==> src/rtl/fifo_stream_drain.sv <==
// Read-side FIFO drain: absorbs the FIFO's one-cycle read latency in a two-entry skid buffer
// and presents a valid/ready stream with frame markers. Optional parity: define FIFO_DRAIN_PARITY_EN.
module fifo_stream_drain #(
   parameter int DATA_WIDTH = 8,
   parameter int FRAME_LEN  = 16,
   parameter int CNT_WIDTH  = 16
) (
   input  logic                  rd_clk,
   input  logic                  rst_n,
   input  logic                  fifo_empty,
   input  logic [DATA_WIDTH-1:0] fifo_dout,
   output logic                  fifo_rd_en,
   output logic                  m_valid,
   input  logic                  m_ready,
   output logic [DATA_WIDTH-1:0] m_data,
   output logic                  m_last,
   output logic [CNT_WIDTH-1:0]  frame_cnt
`ifdef FIFO_DRAIN_PARITY_EN
   ,
   output logic                  m_par
`endif
);

   localparam int BEAT_W = (FRAME_LEN > 1) ? $clog2(FRAME_LEN) : 1;
   localparam logic [BEAT_W-1:0] LAST_BEAT = BEAT_W'(FRAME_LEN - 1);

   logic [1:0]            count_reg, count_next;
   logic                  head_reg, head_next;
   logic                  inflight_reg;
   logic [BEAT_W-1:0]     beat_reg, beat_next;
   logic [CNT_WIDTH-1:0]  frame_cnt_reg, frame_cnt_next;

   logic                  pop;
   logic                  tail;
   logic [2:0]            occupancy;
   logic [DATA_WIDTH-1:0] head_data;

   assign pop  = m_valid & m_ready;
   assign tail = head_reg ^ count_reg[0];

   // Slots committed after this edge; a pop this cycle frees one before the next word lands.
   assign occupancy  = {1'b0, count_reg} + {2'b00, inflight_reg} - {2'b00, pop};
   // Held low in reset so nothing is popped from a FIFO that is being cleared alongside us.
   assign fifo_rd_en = rst_n & ~fifo_empty & (occupancy < 3'd2);

   genvar gi;
   generate
      for (gi = 0; gi < 2; gi++) begin : g_entry
         logic [DATA_WIDTH-1:0] data_reg;
`ifdef FIFO_DRAIN_PARITY_EN
         logic                  par_reg;
`endif
         always_ff @(posedge rd_clk) begin
            if (!rst_n) begin
               data_reg <= '0;
`ifdef FIFO_DRAIN_PARITY_EN
               par_reg  <= 1'b0;
`endif
            end else if (inflight_reg && (tail == 1'(gi))) begin
               data_reg <= fifo_dout;
`ifdef FIFO_DRAIN_PARITY_EN
               par_reg  <= ^fifo_dout;
`endif
            end
         end
      end
   endgenerate

   assign head_data = head_reg ? g_entry[1].data_reg : g_entry[0].data_reg;

   assign m_valid   = (count_reg != 2'd0);
   assign m_data    = m_valid ? head_data : '0;
   assign m_last    = m_valid && (beat_reg == LAST_BEAT);
   assign frame_cnt = frame_cnt_reg;

`ifdef FIFO_DRAIN_PARITY_EN
   assign m_par = m_valid & (head_reg ? g_entry[1].par_reg : g_entry[0].par_reg);
`endif

   always_comb begin
      count_next     = count_reg;
      head_next      = head_reg;
      beat_next      = beat_reg;
      frame_cnt_next = frame_cnt_reg;

      unique case ({inflight_reg, pop})
         2'b10:   count_next = count_reg + 2'd1;
         2'b01:   count_next = count_reg - 2'd1;
         default: count_next = count_reg;
      endcase

      if (pop) begin
         head_next = ~head_reg;
         if (beat_reg == LAST_BEAT) begin
            beat_next      = '0;
            frame_cnt_next = frame_cnt_reg + CNT_WIDTH'(1);
         end else begin
            beat_next = beat_reg + BEAT_W'(1);
         end
      end
   end

   always_ff @(posedge rd_clk) begin
      if (!rst_n) begin
         count_reg     <= '0;
         head_reg      <= 1'b0;
         inflight_reg  <= 1'b0;
         beat_reg      <= '0;
         frame_cnt_reg <= '0;
      end else begin
         assert (!(inflight_reg && (count_reg == 2'd2)));
         count_reg     <= count_next;
         head_reg      <= head_next;
         inflight_reg  <= fifo_rd_en;
         beat_reg      <= beat_next;
         frame_cnt_reg <= frame_cnt_next;
      end
   end

endmodule
==> config.mk <==
export PLATFORM = sky130hd
export DESIGN_NAME = fifo_stream_drain
export DESIGN_NICKNAME = d
export VERILOG_FILES = /design/src/rtl/fifo_stream_drain.sv
export SDC_FILE = /design/constraint.sdc
export NUM_CORES = 1
export LEC_CHECK = 0
export CAP_MARGIN = 0
export CELL_PAD_IN_SITES_DETAIL_PLACEMENT = 0
export CELL_PAD_IN_SITES_GLOBAL_PLACEMENT = 1
export CORE_MARGIN = 1.5
export CORE_UTILIZATION = 40
export DETAILED_ROUTE_END_ITERATION = 6
export PLACE_DENSITY = 0.86
export SLEW_MARGIN = 40
export SYNTH_ARGS = -nofsm -noshare
export SYNTH_HDL_FRONTEND = slang
export SYNTH_SLANG_ARGS = --single-unit
==> constraint.sdc <==
create_clock -name rd_clk -period 4.3 [get_ports rd_clk]
set_input_delay 0.86 -clock rd_clk [delete_from_list [all_inputs] [get_ports rd_clk]]
set_output_delay 0.86 -clock rd_clk [all_outputs]
set_load 0.02 [all_outputs]
==> results of run 1 <==
## worst max path at each step
stage,startpoint,depth (start not counted),end
6_report,m_ready,7,fifo_rd_en
5_1_grt,m_ready,7,fifo_rd_en
4_1_cts,m_ready,7,fifo_rd_en
3_5_place_dp,m_ready,7,fifo_rd_en
3_3_place_gp,m_ready,7,fifo_rd_en
2_1_floorplan,m_ready,6,fifo_rd_en
## cells in the mapped netlist (4+ instances only)
library cell / number
dfxtp_1: 40
nand3_1: 6
inv_1: 6
nor2_1: 41
o21ai_0: 6
xnor2_1: 11
nor3_1: 6
nand2_1: 8
a21oi_1: 7
xor2_1: 4
mux2i_1: 27
nor4_1: 6
clkbuf_1: 7
nand4_1: 4
## stage by stage
| step | power [mW] | utilization |
|---|---|---|
| floorplan | 0.594 | - |
| global placement | 0.650 | 0.511 |
| detailed placement | 0.653 | 0.511 |
| CTS | 0.917 | 0.533 |
| global route | 0.958 | 0.533 |
| finish | 0.905 | 0.533 |
## cell families after synthesis
family,Yosys count,share of synthesized area
AO/OA/AOI/OAI,20,0.0629
adder cells (fa/ha/maj),3,0.0244
buffers and inverters,18,0.0440
XOR/XNOR,15,0.0710
multiplexers,27,0.146
AND/OR/NAND/NOR,85,0.219
flip-flops,40,0.433
## worst min-delay path, cell delays in order, from the launching register on
cell,delay [ns]
dfxtp_1,0.33
o31ai_1,0.07
a21oi_1,0.06
## area by class of cell
cell class | instances | area [um2]
timing repair buffer | 40 | 395
sequential | 40 | 801
clock buffer | 6 | 82.6
clock inverter | 2 | 15.0
inverter | 7 | 26.3
tap | 52 | 65.1
fill | 428 | 2060
multi-input combinational | 150 | 967
## routing by layer
layer  global-route usage  vias up  wire length [um]
met4               0.0755        0                34
met5                    0        -                 0
li1                     -      784                 -
met2                0.228       15              1730
met1                0.198      685              1860
met3               0.0470        2                83
## power groups by stage
stage	logic, mW	registers [mW]	clock network, mW
after floorplan	0.177	0.417	0
after global placement	0.207	0.443	0
after detailed placement	0.209	0.443	0
after CTS	0.210	0.435	0.272
after global routing	0.228	0.440	0.290
final	0.208	0.435	0.262
==> impl_metrics.yaml, run 1 <==
clock_tree:
  root_buffer: "clkbuf_8"
  holdBufCountCts: 0
  cts_tree: "yes"
  cts.sinks: 40
  clkTransAtPathRegs_ns: 0.07
  cts_resized: 0
  cts_made_buffers: 5
  postCtsSetupRepairBufs: 0
  worstSkewPairLatency_ns: 0.29
  ctsHtreeMaxLevel: 2
  ctsLongestPathBuffers: 2
power_and_ir_drop:
  p_per_area_mw_per_mm2: 385
  sw_frac_of_total: 0.303
  p_sw_mw: 0.274
  internal_power_mw: 0.630
  seq_power_share: 0.480
  pwr-share-comb: 0.230
  p_leak_nw: 0.879
  clkPwrFrac: 0.290
  peakVddDrop_v: 0.000208
detailed_routing:
  wl_per_cell_um: 12.5
  wl_um: 3710
  vias_per_cell: 5.00
  vias: 1486
  detail-route-antenna-nets: 0
  drtIter0Drc: 76
  first_pass_iters: 4
  drc: 0
hold_path:
  hp-start: "frame_cnt[15]"
  hold_class: "flip-flop to flip-flop"
  hold_end: "frame_cnt[15]"
  hold_depth: 2
setup_path:
  path_class: "primary input to output pin"
  crit_path_end_kind: "output pin"
  crit_family: "buffers and inverters"
  cp_cell_sequence: "clkdlybuf4s50_1 > nor2b_1 > o21ai_0 > fa_1 > xor2_1 > nor3_1 > clkdlybuf4s50_1"
  cp.arrival_ns: 3.02
  critPathBufInv: 2
  rr_startpoint: "count_reg[0]"
  rr_endpoint: "frame_cnt[15]"
  critPathLaunchType: "primary input"
  r2r_slack_ns: 2.23
  r2r_cells: 5
  crit_fanout: 5
  required_ns: 3.44
  cp_common_cell: "clkdlybuf4s50_1"
  cp_slowest_stage_delay_ns: 0.62
  cp_slowest_cell: "clkdlybuf4s50_1"
timing:
  finClkSkew_ns: 0.00348
  rsz0062_at_grt: "no"
  post-route-period-util: 0.902
  finalSetupTns_ns: 0
  timing.slew.headroom: 0.489
  finalSetupViolations: 0
  slew_violations: 0
  period_needed_ns: 3.88
  fmax_ghz: 0.258
  worstMarginPinSlew_ns: 0.763
  worst_slack_ns: 0.421
  whs_ns: 0.491
  hold_violations: 0
global_route:
  antenna_found_initial: 0
  grt_pass1_vias: 1324
  overflow: 0
  grt_pass1_wl_um: 6000
  grt_max_degree: 25
  track_usage: 0.152
die:
  core_mm2: 0.00441
  floorplan.die_area_mm2: 0.00504
  rows: 24
  die_w_um: 71.0
  io_pins: 39
  start_util: 0.419
  die_y_um: 71.0
logic_synthesis:
  ys_top_cells_by_area: "dfxtp_1 (43%), mux2i_1 (15%), nor2_1 (8.3%)"
  synthCells: 208
  syn-num-nets: 223
  synth.avg_cell_area_um2: 8.89
  synth.distinct_cells: 32
  synth_ff_type: "dfxtp_1"
  synth_top_area_cell: "dfxtp_1"
  synth-seq-cells: 40
  async_flop_share: 0
  yosys_warnings: 0
  netlist.area_leader.share: 0.433
  synthesis.area_mm2: 0.00185
  synth_edf_count: 0
  ys_seq_area_frac: 0.433
cells_and_area:
  drive_above_1_share: 0.0490
  antennaDiodeCount: 0
  final_cell_mix: "nor2_1 (41), dfxtp_1 (40), clkdlybuf4s50_1 (38)"
  final_area_mm2: 0.00235
  syn_to_final_growth_pct: 27.2
  layout.nets: 259
  stdcell_count: 297
  mostFrequentLayoutCell: "nor2_1"
outcome:
  status: "complete, no violations"
place:
  gp_congestion: 0.709
  placedCellCount: 289
  dp_worst_setup_slack_ns: 0.410
  port_buffers: 38
  place_hpwl_um: 2620
  placed_area_mm2: 0.00225
flow_run:
  drv_cap: 0
Note: power is estimated with default switching activity, not from simulation.
==> inputs of run 2 (changes only) <==
Settings changed: TNS_END_PERCENT set to 50.
==> results of run 2 <==
Final layout, timing and power as in run 1 (identical DEF).
